### src/rtl/pht_upd_ctrl.sv
// pht_upd_ctrl: dual-slot branch-update FIFO that drains into a 2-bit
// counter PHT by read-modify-write, plus a full-table clear sweep.
module pht_upd_ctrl #(
    parameter int         IDX_W    = 11,
    parameter int         DEPTH    = 4,
    parameter logic [1:0] CLR_INIT = 2'b01
) (
    input  logic             clk,
    input  logic             rst,
    input  logic             i_upd0_vld,
    input  logic [IDX_W-1:0] i_upd0_idx,
    input  logic             i_upd0_taken,
    input  logic             i_upd1_vld,
    input  logic [IDX_W-1:0] i_upd1_idx,
    input  logic             i_upd1_taken,
    output logic             o_upd_rdy,
    input  logic             i_clr_req,
    output logic             o_clr_busy,
    output logic [IDX_W-1:0] o_pht_ridx,
    input  logic [1:0]       i_pht_rd_entry,
    output logic             o_pht_wren,
    output logic [IDX_W-1:0] o_pht_widx,
    output logic [1:0]       o_pht_wr_entry
);
    localparam int PTR_W = $clog2(DEPTH);
    localparam int CNT_W = PTR_W + 1;

    typedef enum logic [1:0] {RUN, DRAIN, CLEAR} state_e;

    typedef struct packed {
        logic [IDX_W-1:0] idx;
        logic             taken;
    } upd_t;

    state_e           state_q, state_d;
    upd_t             fifo_q [DEPTH];
    upd_t             fifo_d [DEPTH];
    logic [PTR_W-1:0] wr_ptr_q, wr_ptr_d;
    logic [PTR_W-1:0] rd_ptr_q, rd_ptr_d;
    logic [CNT_W-1:0] cnt_q, cnt_d;
    logic [IDX_W-1:0] clr_cnt_q, clr_cnt_d;

    logic             rdy, acc0, acc1, deq;
    logic [1:0]       n_acc;
    logic [1:0]       sat;
    upd_t             head, slot0, slot1;

    // Ready comes only from registered state so upstream sees no comb loop.
    assign rdy   = (state_q == RUN) &&
                   ((CNT_W'(DEPTH) - cnt_q) >= CNT_W'(2));
    assign acc0  = i_upd0_vld & rdy;
    assign acc1  = i_upd1_vld & rdy;
    assign n_acc = {1'b0, acc0} + {1'b0, acc1};
    assign deq   = (state_q != CLEAR) && (cnt_q != '0);
    assign head  = fifo_q[rd_ptr_q];
    assign slot0 = '{idx: i_upd0_idx, taken: i_upd0_taken};
    assign slot1 = '{idx: i_upd1_idx, taken: i_upd1_taken};

    assign o_upd_rdy  = rdy;
    assign o_clr_busy = (state_q != RUN);

    always_comb begin
        if (head.taken) begin
            sat = (i_pht_rd_entry == 2'b11) ? 2'b11 : i_pht_rd_entry + 2'd1;
        end else begin
            sat = (i_pht_rd_entry == 2'b00) ? 2'b00 : i_pht_rd_entry - 2'd1;
        end
    end

    always_comb begin
        fifo_d   = fifo_q;
        wr_ptr_d = wr_ptr_q;
        if (acc0) begin
            fifo_d[wr_ptr_d] = slot0;
            wr_ptr_d         = wr_ptr_d + PTR_W'(1);
        end
        if (acc1) begin
            fifo_d[wr_ptr_d] = slot1;
            wr_ptr_d         = wr_ptr_d + PTR_W'(1);
        end
        rd_ptr_d = deq ? rd_ptr_q + PTR_W'(1) : rd_ptr_q;
        cnt_d    = cnt_q + CNT_W'(n_acc) - CNT_W'(deq);
    end

    always_comb begin
        state_d   = state_q;
        clr_cnt_d = clr_cnt_q;
        unique case (state_q)
            RUN: begin
                if (i_clr_req) state_d = DRAIN;
            end
            DRAIN: begin
                if (cnt_q == '0) state_d = CLEAR;
            end
            CLEAR: begin
                clr_cnt_d = clr_cnt_q + IDX_W'(1);
                if (clr_cnt_q == '1) state_d = RUN;
            end
            default: state_d = RUN;
        endcase
    end

    always_comb begin
        o_pht_wren     = 1'b0;
        o_pht_ridx     = '0;
        o_pht_widx     = '0;
        o_pht_wr_entry = '0;
        unique case (1'b1)
            deq: begin
                o_pht_wren     = 1'b1;
                o_pht_ridx     = head.idx;
                o_pht_widx     = head.idx;
                o_pht_wr_entry = sat;
            end
            (state_q == CLEAR): begin
                o_pht_wren     = 1'b1;
                o_pht_widx     = clr_cnt_q;
                o_pht_wr_entry = CLR_INIT;
            end
            default: ;
        endcase
    end

    always_ff @(posedge clk or posedge rst) begin
        if (rst) begin
            state_q   <= RUN;
            wr_ptr_q  <= '0;
            rd_ptr_q  <= '0;
            cnt_q     <= '0;
            clr_cnt_q <= '0;
            for (int i = 0; i < DEPTH; i++) fifo_q[i] <= '0;
        end else begin
            state_q   <= state_d;
            wr_ptr_q  <= wr_ptr_d;
            rd_ptr_q  <= rd_ptr_d;
            cnt_q     <= cnt_d;
            clr_cnt_q <= clr_cnt_d;
            fifo_q    <= fifo_d;
        end
    end

endmodule

### config.mk
export PLATFORM = sky130hd
export DESIGN_NAME = pht_upd_ctrl
export DESIGN_NICKNAME = d
export VERILOG_FILES = /design/src/rtl/pht_upd_ctrl.sv
export SDC_FILE = /design/constraint.sdc
export NUM_CORES = 1
export LEC_CHECK = 0
export ABC_AREA = 1
export CAP_MARGIN = 20
export CELL_PAD_IN_SITES_DETAIL_PLACEMENT = 1
export CELL_PAD_IN_SITES_GLOBAL_PLACEMENT = 1
export CORE_MARGIN = 3
export CORE_UTILIZATION = 40
export CTS_CLUSTER_SIZE = 40
export DETAILED_ROUTE_END_ITERATION = 16
export GPL_ROUTABILITY_DRIVEN = 0
export PLACE_DENSITY = 0.82
export SKIP_CTS_REPAIR_TIMING = 1
export SLEW_MARGIN = 30
export SYNTH_ARGS = -nofsm -noshare
export SYNTH_HDL_FRONTEND = slang
export SYNTH_SLANG_ARGS = --single-unit
### constraint.sdc
create_clock -name clk -period 7.29 [get_ports clk]
set_input_delay 1.8225 -clock clk [delete_from_list [all_inputs] [get_ports clk]]
set_output_delay 1.8225 -clock clk [all_outputs]
set_load 0.05 [all_outputs]
Yosys cells after proc, flatten, opt, wreduce, memory -nomap -nowiden
Cells that the tools add are included.
- $add $sub $neg: 10
- equality and inequality tests: 8
- reduce and logical (&&, ||, !) cells: 11
- muxes and demuxes: 24
- bitwise operators: 5
- magnitude comparators: 6
- operators with widths (operator ; count):
    $bwmux W48 ; 2
    $mux W48 ; 2
    $demux W12 S2 ; 2
    $mux W12 ; 4
    $bmux W12 S2 ; 1
    $pmux W11 S2 ; 1
    $mux W2 ; 8
    $add A11 B1 Y11 const B ; 1
    $eq A11 B11 Y1 const B ; 1
    $mux W11 ; 1
    $ge A3 B3 Y1 const B ; 3
    $not A2 Y3 ; 3
    $add A2 B1 Y2 const B ; 4
    $ne A2 B2 Y1 const B ; 4
    $lt A3 B1 Y1 const B ; 2
    $pmux W2 S3 ; 1
    $eq A2 B2 Y1 const B ; 2
    $logic_and A1 B1 Y1 ; 4
    $logic_not A2 Y1 ; 2
    $pmux W2 S2 ; 1
    $add A3 B2 Y3 ; 1
    $ge A3 B2 Y1 const B ; 1
    $logic_not A3 Y1 ; 1
    $reduce_and A3 Y1 ; 1
    10 further kinds ; 11
- input bits: 31
- register bits: 68

Longest topological paths before layout
Gate-level depths: netlist of run 1.
- depth in word-level cells: 12
- gate-level depth with buffers: 16
- depth with buffers taken out: 14

Worst setup path after synthesis of run 1
OpenSTA, ideal clock, no wires.
- path type: in2out
- start: in i_pht_rd_entry[1]
- end: out o_pht_wr_entry[0]
- path slack: 2.657 ns
- buffers on the path: 0
- arrival: 2.811 ns
- data required time: 5.467 ns
- stages: 4
- cells stage by stage: inv_1 -> o21ai_0 -> inv_1 -> a21oi_1
- cells in the longest elaborated chain, start to end: 4
- elaborated cells on any way between the ends: 6
- classes of those cells: eq/ne (1); mux (4); reduce/logical (1)
- RTL lines (what ; RTL line ; RTL):
    from (decl) ; 20 ; input logic [1:0] i_pht_rd_entry,
    $eq A2 B2 Y1 / $logic_not A2 Y1 (equally long branches) ; 64, 66 ;
    $mux W2 (on tied branches) ; 64, 66 ;
    $mux W2 (*) ; 63 ; if (head.taken) begin
    $pmux W2 S2 (*) ; 108 ; unique case (1'b1)
    to (decl) ; 23 ; output logic [1:0] o_pht_wr_entry
Every way passes the cells marked *; elsewhere a longest branch is shown, timed or not.

Worst setup path in the final report of run 1
Same ends and word-level chain as after synthesis.

==> run metrics, run 1 <==
count of pins over their slew limit 0; Final setup viols 0; CTS root buf clkbuf_16; RSZ-0062 raised after global routing false; critical path type in2out; DIE HEIGHT 118 um; crit path from i_pht_rd_entry[1]; GR Overflow Total 0; syn_nets 818; Worst Path Arrival 3.54 ns; Fin. Hold Viols 0; FP Rows 40; Final min period 5.37 ns; Top-Level Pins 58; global-route wire length before repair 27400 um; H-Tree Depth 3; post-layout util 49.0%; Total Die Area 13900 um2; min setup slack post-route 1.92 ns; worst skew pair latency 0.34 ns; Syn Area/Cell 6.50 um2; Worst slew margin 34.8%; maximum clock frequency 186 MHz; fin cells 979; TritonRoute pass-1 iters 5; Worst setup EP type output pin; vias in the first global route 5429; Worst Setup EP o_pht_wr_entry[0]; Mapped Cells 772; clk sinks 68; ANT nets after route 0; Synth Register Bits 68; Multi-input gate area 2510 um2; DR vias 5159; layout cells sized above 1 5.30%; Tightest Pin Transition 0.977 ns; Reg-to-Reg End fifo_q[45]; core footprint 12100 um2; TritonCTS buffer count 9; port bufs 57; Yosys cell types 29; pin count of the biggest net entering global routing 69; CTS tree built; Tcrit/Tclk final 73.6%; Starting Density 41.4%; # diodes 0; commonest non-fill, non-tap cell in the layout nand2_1; DRC errors left 0; Final #Nets 853; Clock Path Buffers 2; Static Leakage 3.01 nW; Fin Hold WS 0.482 ns; reg2reg start cnt_q[1]; met2 usage 42.9%; reg-to-reg slack, setup 3.98 ns; Die Wd 118 um; met3 usage 2.55%; CTS clock-pin slew for the worst setup and hold paths 0.06 ns; Peak supply drop 0.0000693 V; most frequent cells in the layout nand2_1, inv_1, nand3_1; sequential cell area fraction in the yosys report 33.9%; post-route cell area 5930 um2; overall power 0.859 mW; Vias/cell 5.27; FF+latch area 1700 um2; Filler cells 1645; layer with the highest usage met2; Clock Skews 0.00370 ns; CP Max Fanout 3; initial antenna violation count 0; Worst Reg2Reg Path Length in Cells 15; number of synthesis warnings 0; Post-DP HPWL 10800 um; status finished clean; Placed Area 5640 um2; worst slack at placement 1.92 ns; MaxCap Viol Count 0; required time of the critical path 5.47 ns; Detailed Route Iter0 Violations 352; WL per Instance 17.1 um; worst min-delay path class reg2reg; Total Routed Length 16800 um; DP Cell Count 964; Total Routing Usage GR 24.6%; Final TNS setup 0 ns; Area Overhead vs Synth 18.3%; Netlist Area Pre-Place 5010 um2; GR Util met1 31.1%; Pwr Density 145 nW/um2; Critical Path Source Type input port
-- critical path, cell delays in order --
cell	delay [ns]
clkdlybuf4s50_1	0.50
inv_1	0.06
o21ai_0	0.13
inv_1	0.06
a21oi_1	0.15
clkdlybuf4s50_1	0.82
-- Yosys cell counts (all sizes together) --
cell type	instances	area share, %
inv	155	12
clkbuf	16	1.2
nor3	3	0.30
o22ai	10	1.2
nor2	27	2.7
nand3	96	9.8
o211ai	20	3.0
nand2	253	19
buf	26	3.2
or2	1	0.12
o21ai	49	4.9
fa	2	0.80
o31ai	2	0.30
nand4	14	1.7
a21oi	5	0.72
xnor2	1	0.17
xor2	11	1.9
ha	13	3.2
dfrtp	68	34
-- cell families (layout without fill, tap and decap cells) --
kind of cell / Yosys count / in the layout / share of synthesized area [%]
xor gates and xnor gates: 12 / 12 / 2.10
adders and majority gates: 15 / 15 / 4.04
buffers and inverters: 197 / 236 / 16.0
DFF: 68 / 68 / 33.9
and+or+nand+nor: 394 / 394 / 33.7
AOI/OAI and AO/OA: 86 / 86 / 10.2
-- registers in the layout, summed over array words and instances, names as in the netlist --
name,flops
state_q,2
rd_ptr_q,2
clr_cnt_q,11
wr_ptr_q,2
cnt_q,3
fifo_q,48
-- metal layers --
metal | up-vias | share of wire (%)
met1 | 2535 | 45
met5 | - | 0
li1 | 2460 | -
met4 | 0 | 2.6
met2 | 131 | 48
met3 | 33 | 4.3
-- report_power, final --
group	switching [mW]	leakage, nW	internal [mW]
registers	0	0.883	0.378
logic	0.0266	1.99	0.0172
clock network	0.165	0.140	0.272
total	0.192	3.01	0.667
-- final cells by class --
class / instances / area share (%)
timing repair buffer: 66 / 10.8
inverter: 155 / 9.80
sequential: 68 / 28.7
clock inverter: 2 / 0.590
tap: 168 / 3.54
multi-input combinational: 507 / 42.4
clock buffer: 13 / 4.22
-- worst min-delay path by stage --
| stage | endpoint | cells after the start | start |
|---|---|---|---|
| 6_report | cnt_q[2] | 1 | cnt_q[2] |
| 5_1_grt | cnt_q[2] | 1 | cnt_q[2] |
| 4_1_cts | cnt_q[2] | 1 | cnt_q[2] |
| 3_5_place_dp | cnt_q[2] | 1 | cnt_q[2] |
| 3_3_place_gp | cnt_q[2] | 1 | cnt_q[2] |
| 2_1_floorplan | cnt_q[2] | 1 | cnt_q[2] |
Power figures use the tool's default switching activity.
==> inputs of run 2 (changes only) <==
- clock period: 7.29 -> 5.1 ns (I/O delays scaled with it)
==> run metrics, run 2 (same netlist as run 1, synthesis figures left out) <==
status finished clean; crit path cell chain clkdlybuf4s50_1 > inv_1 > o21ai_0 > inv_1 > a21oi_1 > clkdlybuf4s50_1; Detailed Route Iter0 Violations 301; worst min-delay path class reg2reg; Critical Path Source Type input port; worst skew pair latency 0.35 ns; slowest cell on the critical path clkdlybuf4s50_1; Clock Skews 0.00575 ns; DRC errors left 0; Tcrit/Tclk final 83.9%; initial antenna violation count 0; RSZ-0062 raised after global routing false; GR Overflow Total 0; Final #Nets 854; fin cells 981; Fin. Hold Viols 0; count of pins over their slew limit 0; CP peak stage delay 0.82 ns; most frequent cells in the layout nand2_1, inv_1, nand3_1; Peak supply drop 0.000150 V; DIE HEIGHT 118 um; Clock Path Buffers 2; Total Routing Usage GR 25.2%; clk sinks 68; CTS clock-pin slew for the worst setup and hold paths 0.05 ns; Final TNS setup 0 ns; MaxCap Viol Count 0; CTS tree built; Final setup viols 0; TritonCTS buffer count 9; largest reg by FF count fifo_q; vias in the first global route 5496; TritonRoute pass-1 iters 4; pin count of the biggest net entering global routing 52; Worst Path Arrival 3.01 ns; Worst setup EP type output pin; WL per Instance 17.6 um; Total Routed Length 17200 um; core footprint 12100 um2; # diodes 0; Top-Level Pins 58; critical path type in2out; biggest regs fifo_q (48), clr_cnt_q (11), cnt_q (3); Filler cells 1641; commonest non-fill, non-tap cell in the layout nand2_1; Post-DP HPWL 11700 um; DR vias 5182; CTS root buf clkbuf_16; maximum clock frequency 234 MHz; min setup slack post-route 0.820 ns; reg-to-reg slack, setup 1.34 ns; Area Overhead vs Synth 18.3%; port bufs 57; layout cells sized above 1 5.29%; Worst slew margin 34.8%; Starting Density 41.4%; global-route wire length before repair 28000 um; CP Max Fanout 3; required time of the critical path 3.83 ns; DP Cell Count 965; Fin Hold WS 0.485 ns; FP Rows 40; Vias/cell 5.28; Die Wd 118 um; max reg flops 48; H-Tree Depth 3; ANT nets after route 0; Tightest Pin Transition 0.978 ns; Total Die Area 13900 um2; Final min period 4.28 ns; Pwr Density 204 nW/um2; worst slack at placement 0.835 ns; Static Leakage 3.02 nW
==> run 2: stage by stage <==
stage	instance area, um2	total power, mW	utilization [%]
after floorplan	5010	0.572	-
after global placement	5650	0.612	46.6
after detailed placement	5650	0.612	46.6
after CTS	5930	1.22	49.0
after global routing	5930	1.25	49.0
final	5930	1.21	49.0
==> run 2: layout make-up <==
cell class	count	area (um2)	area share (%)
Timing Repair Buffer	67	646	10.9
Clock inverter	1	5.00	0.0844
Sequential cell	68	1700	28.7
Clock buffer	15	278	4.68
Multi-Input combinational cell	507	2510	42.3
Inverter	155	582	9.81
Tap cell	168	210	3.54
==> run 2: metal layers <==
metal	wire [um]	vias up	GRT usage, %
met4	437	0	7.91
li1	-	2461	-
met3	847	36	5.53
met1	7420	2555	29.8
met5	0	-	0
met2	8520	130	45.6
==> run 2: worst paths after layout <==
path                              startpoint           endpoint  depth (start not counted)
max in group asynchronous                rst         fifo_q[39]                          3
setup reg to reg                    cnt_q[1]         fifo_q[22]                         15
setup / recovery           i_pht_rd_entry[1]  o_pht_wr_entry[0]                          6
hold / removal                      cnt_q[2]           cnt_q[2]                          1
hold reg to reg                     cnt_q[2]           cnt_q[2]                          1
min in group asynchronous                rst          fifo_q[1]                          2
==> run 2: worst max-delay path: cells and delay by family <==
kind	cells	cell delay, ns
AOI/OAI and AO/OA	2	0.28
buffers and inverters	4	1.44
==> run 2: power by group <==
group	internal [mW]	switching, mW	total [mW]
sequential	0.540	0	0.540
clock	0.369	0.240	0.609
combinational	0.0243	0.0385	0.0628
